--- config.mk ---
export PLATFORM = sky130hd
export DESIGN_NAME = led_duty_fader
export DESIGN_NICKNAME = d
export VERILOG_FILES = /design/src/rtl/led_duty_fader.sv
export SDC_FILE = /design/constraint.sdc
export NUM_CORES = 1
export LEC_CHECK = 0
export ABC_AREA = 1
export BUFFER_PORTS_ARGS = -buffer_cell sky130_fd_sc_hd__buf_2
export CORE_ASPECT_RATIO = 0.6
export CORE_MARGIN = 10
export CORE_UTILIZATION = 39
export DETAILED_ROUTE_END_ITERATION = 10
export MAX_ROUTING_LAYER = met4
export PLACE_DENSITY = 0.54
export SLEW_MARGIN = 15
export SYNTH_ARGS = -nofsm -noshare
export SYNTH_HDL_FRONTEND = slang
export SYNTH_SLANG_ARGS = --single-unit
--- constraint.sdc ---
create_clock -name clk -period 9.51 [get_ports clk]
set_clock_uncertainty 0.2 [all_clocks]
set_input_delay 2.3775 -clock clk [delete_from_list [all_inputs] [get_ports clk]]
set_output_delay 2.3775 -clock clk [all_outputs]
set_load 0.05 [all_outputs]
--- src/rtl/led_duty_fader.sv ---
// led_duty_fader: ramps the PWM duty word toward a requested brightness in
// fixed steps, changing it only at PWM frame boundaries.
module led_duty_fader #(
  parameter int PERIOD          = 256,
  parameter int STEP            = 1,
  parameter int FRAMES_PER_STEP = 4
) (
  input  logic       clk,
  input  logic       rst,
  input  logic [7:0] tgt_duty,
  input  logic       tgt_valid,
  output logic       tgt_ready,
  output logic [7:0] duty,
  output logic       frame_tick,
  output logic       busy,
  output logic       done
);

  localparam int FCW = (PERIOD > 1) ? $clog2(PERIOD) : 1;
  localparam int SCW = (FRAMES_PER_STEP > 1) ? $clog2(FRAMES_PER_STEP) : 1;

  localparam logic [FCW-1:0] F_LAST = FCW'(PERIOD - 1);
  localparam logic [SCW-1:0] S_LAST = SCW'(FRAMES_PER_STEP - 1);
  localparam logic [8:0]     STEP9  = 9'(STEP);
  localparam logic [7:0]     STEP8  = 8'(STEP);

  typedef enum logic {IDLE = 1'b0, FADE = 1'b1} state_t;

  state_t         state;
  logic [FCW-1:0] fcnt;
  logic [SCW-1:0] scnt;
  logic [7:0]     target;
  logic [7:0]     step_duty;
  logic [8:0]     up_gap;
  logic [8:0]     dn_gap;
  logic           accept;

  assign frame_tick = (fcnt == F_LAST);
  assign accept     = tgt_valid & tgt_ready;

  // Gaps are taken in 9 bits so the clamp test can never wrap.
  assign up_gap = {1'b0, target} - {1'b0, duty};
  assign dn_gap = {1'b0, duty} - {1'b0, target};

  // Next duty for a fade step: move by STEP, clamping onto the target.
  always_comb begin
    step_duty = duty;
    if (target > duty)
      step_duty = (up_gap <= STEP9) ? target : duty + STEP8;
    else if (target < duty)
      step_duty = (dn_gap <= STEP9) ? target : duty - STEP8;
  end

  // Free-running frame counter; wraps at PERIOD-1 regardless of state.
  always_ff @(posedge clk) begin
    if (rst)
      fcnt <= '0;
    else if (fcnt == F_LAST)
      fcnt <= '0;
    else
      fcnt <= fcnt + FCW'(1);
  end

  // Fade controller: accepts a target in IDLE, steps duty on frame boundaries in FADE.
  always_ff @(posedge clk) begin
    if (rst) begin
      state     <= IDLE;
      scnt      <= '0;
      duty      <= '0;
      target    <= '0;
      busy      <= 1'b0;
      done      <= 1'b0;
      tgt_ready <= 1'b1;
    end else begin
      done <= 1'b0;
      unique case (state)
        IDLE: begin
          if (accept) begin
            target <= tgt_duty;
            scnt   <= '0;
            if (tgt_duty == duty) begin
              // Already there: acknowledge without ever entering FADE.
              done <= 1'b1;
            end else begin
              state     <= FADE;
              busy      <= 1'b1;
              tgt_ready <= 1'b0;
            end
          end
        end
        FADE: begin
          // Requests are ignored here; tgt_ready is low so nothing is accepted.
          if (frame_tick) begin
            if (scnt == S_LAST) begin
              scnt <= '0;
              duty <= step_duty;
              if (step_duty == target) begin
                state     <= IDLE;
                busy      <= 1'b0;
                tgt_ready <= 1'b1;
                done      <= 1'b1;
              end
            end else begin
              scnt <= scnt + SCW'(1);
            end
          end
        end
        default: begin
          state     <= IDLE;
          busy      <= 1'b0;
          tgt_ready <= 1'b1;
        end
      endcase
    end
  end

endmodule

==> summary.md <==
| Metric | Value |
|---|---|
| Root buf cell | `clkbuf_16` |
| Layout cells sized above 1 | `12.3%` |
| Via Count | `2974` |
| Syn Area/Cell | `6.15 µm²` |
| CTS tree | `yes` |
| Cell Pwr Density | `159 mW/mm²` |
| Reg clk slew, reported paths | `50 ps` |
| CP Class | `flip-flop to output port` |
| Status | `finished clean` |
| Commonest cells after routing, fill and taps aside | `133 x nand2_1, 67 x inv_1, 50 x nand3_1` |
| Cts-stage hold buffer count | `0` |
| Final Cycle Share | `46.7%` |
| Setup TNS | `0 ps` |
| CTS sink cnt | `30` |
| Routability Congestion | `0.864` |
| Antenna-violating nets left | `0` |
| Max-cap violations | `0` |
| Commonest non-fill, non-tap cell in the layout | `nand2_1` |
| Async S/R FF share, synth | `0%` |
| DRC errors left | `0` |
| Post-synth cell types | `37` |
| Detailed placer's ending HPWL | `6780 µm` |
| Syn nets | `500` |
| Post-synth EDFFs | `0` |
| DRT Pass-1 Iters | `5` |
| Final setup fails | `0` |
| Slew Limit Fails | `0` |
| H-Tree Depth | `2` |
| Clk_lat worst skew | `280 ps` |
| PortBufs | `22` |
| Overall routed net length | `8360 µm` |
| PostCTS Resize Cnt | `0` |
| Vias in the first global route | `2744` |
| Relative slew slack | `61.8%` |
| Hold_ws | `250 ps` |
| Core Util, Final | `44.4%` |
| Worst Path Max Fanout | `4` |
| Final #Nets | `520` |
| TritonCTS Buffers | `5` |
| FP Rows | `24` |
| CP endpoint kind | `output port` |
| Final cell count without fillers | `579` |
| Clock tree buffer depth | `2` |
| Horiz. Die Dim | `131 µm` |
| Synth warn | `0` |
| Worst Path Required | `6930 ps` |
| Io pins | `23` |
| Max Freq | `225 MHz` |
| Mapped Area | `0.00287 mm²` |
| Chip height | `86.5 µm` |
| Crit path DAT | `1860 ps` |
| Final Hold Fails | `0` |
| Period minus WS final | `4440 ps` |
| Main synth FF type | `dfxtp_1` |
| Via density | `5.14` |
| Hold Crit Class | `flip-flop to flip-flop` |
| Largest net degree at the start of global routing | `22` |
| Seq/Total Area, Yosys | `20.9%` |
| Area Growth Syn to Fin | `11.4%` |
| Worst Setup Start Kind | `flip-flop` |
| Initial Util | `39.9%` |
| Die area | `0.0113 mm²` |
| Grt total ovfl | `0` |
| Antenna violations before repair | `0` |
| Leakage power total | `1.67 nW` |
| Worst Tran Pin Value | `573 ps` |
| All-layer global routing usage | `15.9%` |
| #FFs+latches synth | `30` |
| Wirelength per Cell | `14.4 µm` |
| VDD IR max | `0.0000816 V` |
| Core area | `0.00721 mm²` |
| Tot Pwr | `0.508 mW` |
| N_diodes | `0` |
| DRT iter0 DRCs | `229` |
| Postcts setup bufs | `0` |
| Cells after Synth | `467` |
| Fillcell total | `760` |
| Placed Cells | `571` |
| Global-route wire length before repair | `14000 µm` |
| RSZ-0062 raised after global routing | `false` |
[per-layer routing]
layer  global-route usage, %  part of all wire, %  wire length (µm)
met1                    24.9                   59              4910
met4                    2.01                0.084                 7
met2                    20.1                   36              2990
met5                       -                    0                 0
met3                    3.48                  5.5               457
[worst max-delay path, stage by stage, from the launching register on]
cell,delay [ps]
dfxtp_1,350
ha_1,170
nand2_1,70
nor2_1,100
inv_1,80
nor4_1,300
nand2_1,180
inv_1,80
buf_2,250
[power breakdown]
part,internal [mW],switching [mW]
Clock,0.104,0.0539
Sequential,0.133,0.00782
Combinational,0.0642,0.146
[worst paths after layout]
| path | endpoint | slack [ps] | startpoint | depth (start not counted) |
|---|---|---|---|---|
| setup / recovery | frame_tick | 5070 | fcnt[0] | 8 |
| setup reg to reg | busy | 5840 | duty[3] | 20 |
| hold / removal | fcnt[0] | 250 | fcnt[0] | 1 |
| hold reg to reg | fcnt[0] | 250 | fcnt[0] | 1 |
[flip-flops by register name (all words and copies together) (netlist names)]
signal and count:
duty 8, fcnt 8, target 8, scnt 2
busy 1, done 1, state 1, tgt_ready 1
[synth_stat cells, types with 2 or more instances]
master / instances / area (µm²)
nand2_1: 133 / 499
inv_1: 67 / 251
nand3_1: 50 / 250
dfxtp_1: 30 / 601
a21oi_1: 29 / 145
nor2_1: 29 / 109
o21ai_0: 22 / 110
ha_1: 20 / 250
xor2_1: 16 / 140
nand2_2: 11 / 68.8
nand4_1: 8 / 50.1
nor3_1: 7 / 35.0
clkbuf_1: 4 / 15.0
nor2_2: 4 / 25.0
nor3b_1: 4 / 30.0
buf_2: 3 / 15.0
nand3_2: 3 / 30.0
nor2_4: 3 / 33.8
a21oi_2: 2 / 17.5
fa_1: 2 / 40.0
nand2_4: 2 / 22.5
o21ai_1: 2 / 10.0
or2_1: 2 / 12.5
[cell families after synthesis]
| family | Yosys count | synth area share, % |
|---|---|---|
| AND/OR/NAND/NOR | 259 | 41.7 |
| buffers and inverters | 80 | 11.1 |
| AO/OA/AOI/OAI | 59 | 11.1 |
| flip-flops | 30 | 20.9 |
| adder cells (fa/ha/maj) | 22 | 10.1 |
| XOR/XNOR | 17 | 5.18 |
[stage by stage]
step	setup WS, ps	area (µm²)
floorplan	5550	2870
global placement	5400	3050
detailed placement	5360	3050
CTS	5060	3200
global route	4810	3200
finish	5070	3200
[layout make-up]
cell class,instances,area (µm²),area share [%]
clock buffer,7,143,4.46
clock inverter,1,5.00,0.156
inverter,71,273,8.52
multi-input combinational,357,1960,61.1
sequential,30,601,18.8
tap,91,114,3.56
timing repair buffer,22,110,3.44
(Power assumes the default switching activity.)
